**src/rtl/core_csr_access.sv**
```systemverilog
// Zicsr read-modify-write sequencer between instruction decode and the CSR register file.
// Define CORE_CSR_RO_CHECK_EN to make writes to read-only CSR space (addr[11:10]==2'b11) illegal.
module core_csr_access (
    input  logic        CLK,
    input  logic        RST_N,
    input  logic        REQ_VALID,
    output logic        REQ_READY,
    input  logic [1:0]  REQ_OP,
    input  logic [11:0] REQ_ADDR,
    input  logic [31:0] REQ_SRC,
    input  logic        REQ_SRC_ZERO,
    output logic        RSP_VALID,
    input  logic        RSP_READY,
    output logic [31:0] RSP_RDATA,
    output logic        RSP_ILLEGAL,
    output logic [11:0] CSR_ADDR,
    output logic [31:0] CSR_WDATA,
    output logic        CSR_WE,
    input  logic [31:0] CSR_RDATA
);

    typedef enum logic [1:0] {
        IDLE  = 2'd0,
        READ  = 2'd1,
        WRITE = 2'd2,
        RESP  = 2'd3
    } state_t;

    localparam logic [1:0] OP_RSVD = 2'b00;
    localparam logic [1:0] OP_RW   = 2'b01;
    localparam logic [1:0] OP_RS   = 2'b10;
    localparam logic [1:0] OP_RC   = 2'b11;

    state_t      state;
    logic [1:0]  op_q;
    logic [11:0] addr_q;
    logic [31:0] src_q;
    logic        zero_q;
    logic [31:0] new_q;
    logic [31:0] rdata_q;
    logic        illegal_q;
    logic        req_ready_q;
    logic        rsp_valid_q;
    logic        csr_we_q;

    logic [31:0] new_val;
    logic        wr;
    logic        ro_hit;
    logic        illegal;

    always_comb begin
        // NOTE: default assigned first so no op value leaves new_val unassigned (no latch).
        new_val = src_q;
        case (op_q)
            OP_RS:   new_val = CSR_RDATA | src_q;
            OP_RC:   new_val = CSR_RDATA & ~src_q;
            default: new_val = src_q;
        endcase
    end

    // RS/RC with a zero source are pure reads; RW always writes.
    assign wr = (op_q == OP_RW) || (((op_q == OP_RS) || (op_q == OP_RC)) && !zero_q);

`ifdef CORE_CSR_RO_CHECK_EN
    assign ro_hit = wr && (addr_q[11:10] == 2'b11);
`else
    assign ro_hit = 1'b0;
`endif

    assign illegal = (op_q == OP_RSVD) || ro_hit;

    // NOTE: every register here uses non-blocking assignment so all of them sample pre-edge values.
    always_ff @(posedge CLK or negedge RST_N) begin
        if (!RST_N) begin
            state       <= IDLE;
            op_q        <= '0;
            addr_q      <= '0;
            src_q       <= '0;
            zero_q      <= 1'b0;
            new_q       <= '0;
            rdata_q     <= '0;
            illegal_q   <= 1'b0;
            req_ready_q <= 1'b1;
            rsp_valid_q <= 1'b0;
            csr_we_q    <= 1'b0;
        end else begin
            case (state)
                IDLE: begin
                    if (REQ_VALID) begin
                        op_q        <= REQ_OP;
                        addr_q      <= REQ_ADDR;
                        src_q       <= REQ_SRC;
                        zero_q      <= REQ_SRC_ZERO;
                        req_ready_q <= 1'b0;
                        state       <= READ;
                    end
                end
                READ: begin
                    new_q     <= new_val;
                    rdata_q   <= illegal ? '0 : CSR_RDATA;
                    illegal_q <= illegal;
                    if (wr && !illegal) begin
                        csr_we_q <= 1'b1;
                        state    <= WRITE;
                    end else begin
                        rsp_valid_q <= 1'b1;
                        state       <= RESP;
                    end
                end
                WRITE: begin
                    csr_we_q    <= 1'b0;
                    rsp_valid_q <= 1'b1;
                    state       <= RESP;
                end
                RESP: begin
                    if (RSP_READY) begin
                        rsp_valid_q <= 1'b0;
                        req_ready_q <= 1'b1;
                        state       <= IDLE;
                    end
                end
                default: begin
                    csr_we_q    <= 1'b0;
                    rsp_valid_q <= 1'b0;
                    req_ready_q <= 1'b1;
                    state       <= IDLE;
                end
            endcase
        end
    end

    assign REQ_READY   = req_ready_q;
    assign RSP_VALID   = rsp_valid_q;
    assign RSP_RDATA   = rdata_q;
    assign RSP_ILLEGAL = illegal_q;
    assign CSR_ADDR    = addr_q;
    assign CSR_WDATA   = new_q;
    assign CSR_WE      = csr_we_q;

endmodule

```
**config.mk**
```make
export PLATFORM = sky130hd
export DESIGN_NAME = core_csr_access
export DESIGN_NICKNAME = d
export VERILOG_FILES = /design/src/rtl/core_csr_access.sv
export SDC_FILE = /design/constraint.sdc
export NUM_CORES = 1
export LEC_CHECK = 0
export ABC_AREA = 1
export BUFFER_PORTS_ARGS = -buffer_cell sky130_fd_sc_hd__buf_2
export CAP_MARGIN = 20
export CORE_ASPECT_RATIO = 0.6
export CORE_MARGIN = 2
export CORE_UTILIZATION = 32
export DETAILED_ROUTE_END_ITERATION = 12
export SLEW_MARGIN = 20
export SYNTH_ARGS = -nofsm -noshare
export SYNTH_HDL_FRONTEND = slang
export SYNTH_SLANG_ARGS = --single-unit
export TNS_END_PERCENT = 20
```
**constraint.sdc**
```tcl
create_clock -name CLK -period 3.49 [get_ports CLK]
set_input_delay 0.698 -clock CLK [delete_from_list [all_inputs] [get_ports CLK]]
set_output_delay 0.698 -clock CLK [all_outputs]
set_load 0.02 [all_outputs]
```
Word level (Yosys, flattened, before mapping). Cells that the tools add are included.

Flip-flop bits (word level): 117. Input bits: 83. Output and inout port bits: 80. Word-level logic and storage cells: 54.

Equal/unequal tests: 10. Muxes and demuxes: 14. Bitwise logic cells: 3. Reductions and logical operators: 16.

Operators with widths (number): $pmux 32 s2 (1); $and 32x32->32 (1); $mux 32 (1); $not 32->32 (1); $or 32x32->32 (1); $eq 2x2->1 const B (4); $ne 2x2->1 const B (4); $pmux 2 s4 (1); $mux 1 (6); $reduce_and 2->1 (3); $reduce_and 3->1 (2); $eq 2x1->1 const B (2); $logic_not 2->1 (2); $mux 2 (2); $pmux 1 s2 (2); $reduce_bool 2->1 (2); $pmux 1 s3 (1); $reduce_bool 3->1 (1); $logic_and 1x1->1 (2); $logic_not 1->1 (2); $logic_or 1x1->1 (2).

Logic depth before layout (Yosys ltp).
Word-level depth: 7. Gate-level depth with buffers: 9. Depth with buffers taken out: 8.

Least setup slack after synthesis. No wires, ideal clock.

Kind: in2reg. Start: input REQ_VALID. End: register op_q[0]. Setup time: 0.077 ns. Data arrival time: 1.337 ns. Data required time: 3.413 ns. Path slack: 2.076 ns. Cell stages on the path: 5. Buffers on the path: 2. Cells stage by stage: buf_2 nand2_1 buf_2 nor2_1 a21oi_1.

Cells in the longest elaborated chain, start to end: 1.

Ends and longest elaborated chain: start, declared (line 6) `input logic REQ_VALID,`; $reduce_and 2->1 (no line); end signal, assigned (line 76) `op_q <= '0;`; end signal, assigned (line 90) `op_q <= REQ_OP;`; end, declared (line 35) `logic [1:0] op_q;`.

No other way between the ends. A chain may end at the register's enable or synchronous reset.

Worst setup path after layout.
Start: register state[1]. End: register csr_we_q (netlist: CSR_WE).

Cells in the longest elaborated chain, start to end: 3. Elaborated cells on any way between the ends: 6. Those cells by class: eq/ne (3); mux (1); reduce/logical (2).

Ends and longest elaborated chain: start, declared (line 34) `state_t state;`; start signal, assigned (line 75) `state <= IDLE;`; start signal, assigned (line 95) `state <= READ;`; start signal, assigned (line 104) `state <= WRITE;`; $eq 2x1->1 or $eq 2x2->1 (tied branches) (line 87) `case (state)`; $ne 2x2->1 (no line) or $reduce_bool 2->1 (tied branches); $reduce_and 2->1 (no line); end signal, assigned (line 85) `csr_we_q <= 1'b0;`; end signal, assigned (line 103) `csr_we_q <= 1'b1;`; end signal, assigned (line 111) `csr_we_q <= 1'b0;`; end, declared (line 44) `logic csr_we_q;`.

Several ways; a longest one is shown, not always the timed one.

==> qor.csv <==
metric,value,unit
status,"finished, final reports clean",
dr.first_iter.drc_count,354,
fp.coreArea,15200,um^2
rows,35,
placedCellCount,914,
ys.flop_type,dfrtp_1,
clk_latency,400,ps
synthTopCellsByArea,"dfrtp_1 (59%), nand2_1 (18%), nand3_1 (4.5%), nor2_1 (3.9%), a31oi_1 (3.7%)",
nets,819,
end_kind,flip-flop,
syn2layout_area_growth,32.8,%
grt_pass1_vias,4071,
ys_ff_latch,117,
syn_area,4960,um^2
syn-num-nets,664,
path_clk_slew,60,ps
die_x,165,um
rrSetupSlack,1630,ps
drive_gt1_share,28.1,%
pin_count,163,
synth_top_cell_area_share,58.6,%
period_needed,1860,ps
max_stage_delay,540,ps
tightestPinTransition,978,ps
post-route-period-util,53.3,%
vias,4353,
path_max_fanout,64,
dr.pass1.iters,5,
critPathLaunchType,flip-flop,
cts_tree,built,
hp-class,input port to asynchronous set/reset pin,
synth-seq-area-share,59.1,%
post_cts_resized,0,
maxCapViolations,0,
dp_hpwl,9270,um
critPathArrivalTime,2150,ps
critPathTopFamily,buffers and inverters,
grt_max_degree,76,
power.density_cell_area,1090,nW/um^2
wl_per_cell,14.9,um
numCtsBuffers,17,
cts_sinks,117,
n_fill_cell,1537,
rsz0062_at_grt,no,
ctsLongestPathBuffers,2,
cp.required,3780,ps
die_height,100,um
slew_viol_final,0,
htree_num_levels,4,
overflow,0,
holdWs,451,ps
drc,0,
yosysTopAreaCell,dfrtp_1,
yosysUniqueCellTypes,16,
cts_setup_buffers,0,
crit_buf_inv,2,
avgSynthCellArea,8.62,um^2
yosysMostFrequentCell,nand2_1,
p_leak,0.00349,uW
wl,14200,um
setup_tns,0,ps
ys_top_cells_by_count,"nand2_1 (240), dfrtp_1 (116), nor2_1 (52)",
cpMostUsedCell,nand3_1,
fin_skew,13.3,ps
hold_viol,0,
report.final.setup_viol,0,
slew-limit-headroom,34.8,%
criticalPathCategory,flip-flop to flip-flop,
critPathSlowestCell,buf_4,
ir_drop,0.381,mV
cts-hold-fix-buffers,0,
max_freq,538,MHz
synthArstFlopShare,100,%
initial_core_util,32.5,%
path_cells,"inv_1, ha_2, buf_4, nand3_1, nand3_1, nand2_1",
synth_cells,575,
via_per_inst,4.60,
io_buffers,162,
cts-root-buf,clkbuf_16,
dieArea,16500,um^2
ant_nets,0,
gp_congestion,0.779,
synth_edf_count,0,
grt_first_pass_wirelength,22400,um
grt_usage,17.8,%
antenna_found_initial,0,
ys_warn_count,0,
fin_cells,947,
[cell families (layout without fill, tap and decap cells)]
logic type,Yosys count,in the layout,share of synthesized area (%)
adder cells (fa/ha/maj),6,6,1.51
AO/OA/AOI/OAI,49,49,5.91
AND/OR/NAND/NOR,355,355,29.4
other,0,1,0
buffers and inverters,48,216,4.14
flip-flops,117,117,59.1
[worst register-to-register path: stages, from the launching register on]
cell and delay [ps]:
dfrtp_1 400, inv_1 170, ha_2 230, buf_4 540, nand3_1 240, nand3_1 120, nand2_1 50
[cells in the final DEF, fill, tap and decap left out]
cell type / count
diode_2: 1
o21ai_0: 10
nor2_1: 52
inv_1: 12
clkbuf_16: 17
clkinvlp_4: 3
clkinv_2: 1
nand4_1: 1
dfrtp_1: 116
buf_4: 8
a31oi_1: 29
ha_2: 2
nand3b_1: 17
a21oi_1: 9
inv_6: 4
nand3_1: 45
clkbuf_8: 2
clkinv_4: 2
nand2_4: 1
buf_12: 1
ha_1: 4
dfstp_2: 1
inv_2: 2
a21oi_4: 1
buf_2: 161
bufinv_16: 3
nand2_1: 239
[layer usage]
metal | global-route usage [%] | wire length [um] | vias up
met4 | 4.95 | 83 | 0
met5 | 0 | 0 | -
li1 | - | - | 2169
met3 | 4.59 | 1030 | 8
met1 | 26.8 | 7240 | 2038
met2 | 25.1 | 5800 | 138
[report_power, final]
part,internal (uW),total [uW],switching (uW)
clock network,1170,1830,659
logic,957,2950,1990
registers,2040,2420,383
total,4170,7200,3030
[cell type report]
cell class              count  area [um^2]  area share [%]
clock buffers              19          453            6.88
clock inverters            13          170            2.59
multi-input cells         410         1840            27.9
diodes                      1         2.50          0.0380
flip-flops and latches    117         2930            44.5
well taps                 203          254            3.86
inverters                  14         52.6           0.798
repair buffers            170          886            13.5
[metrics by stage]
stage / worst slack [ps] / power [uW] / instance area [um^2] / util (%)
6_report: 1630 / 7200 / 6580 / 43.2
3_5_place_dp: 1490 / 5430 / 5950 / 39.1
3_3_place_gp: 1510 / 5400 / 5950 / 39.1
5_1_grt: 1440 / 7780 / 6580 / 43.2
4_1_cts: 1520 / 7300 / 6580 / 43.1
2_1_floorplan: 2080 / 4400 / 4960 / -
[state kept, by name (all words and copies together) (netlist names)]
name	cells
CSR_WDATA	32
RSP_RDATA	32
src_q	32
CSR_ADDR	12
op_q	2
state	2
CSR_WE	1
REQ_READY	1
RSP_ILLEGAL	1
RSP_VALID	1
zero_q	1
[path summary, 6_finish.rpt]
kind	depth (start not counted)	endpoint	startpoint
max in group asynchronous	2	src_q[1]	RST_N
setup reg to reg	6	CSR_WE	state[1]
setup / recovery	6	CSR_WE	state[1]
min in group CLK	2	CSR_ADDR[11]	CSR_ADDR[11]
hold / removal	1	RSP_RDATA[18]	RST_N
hold reg to reg	2	CSR_ADDR[11]	CSR_ADDR[11]
Power figures use the tool's default switching activity.
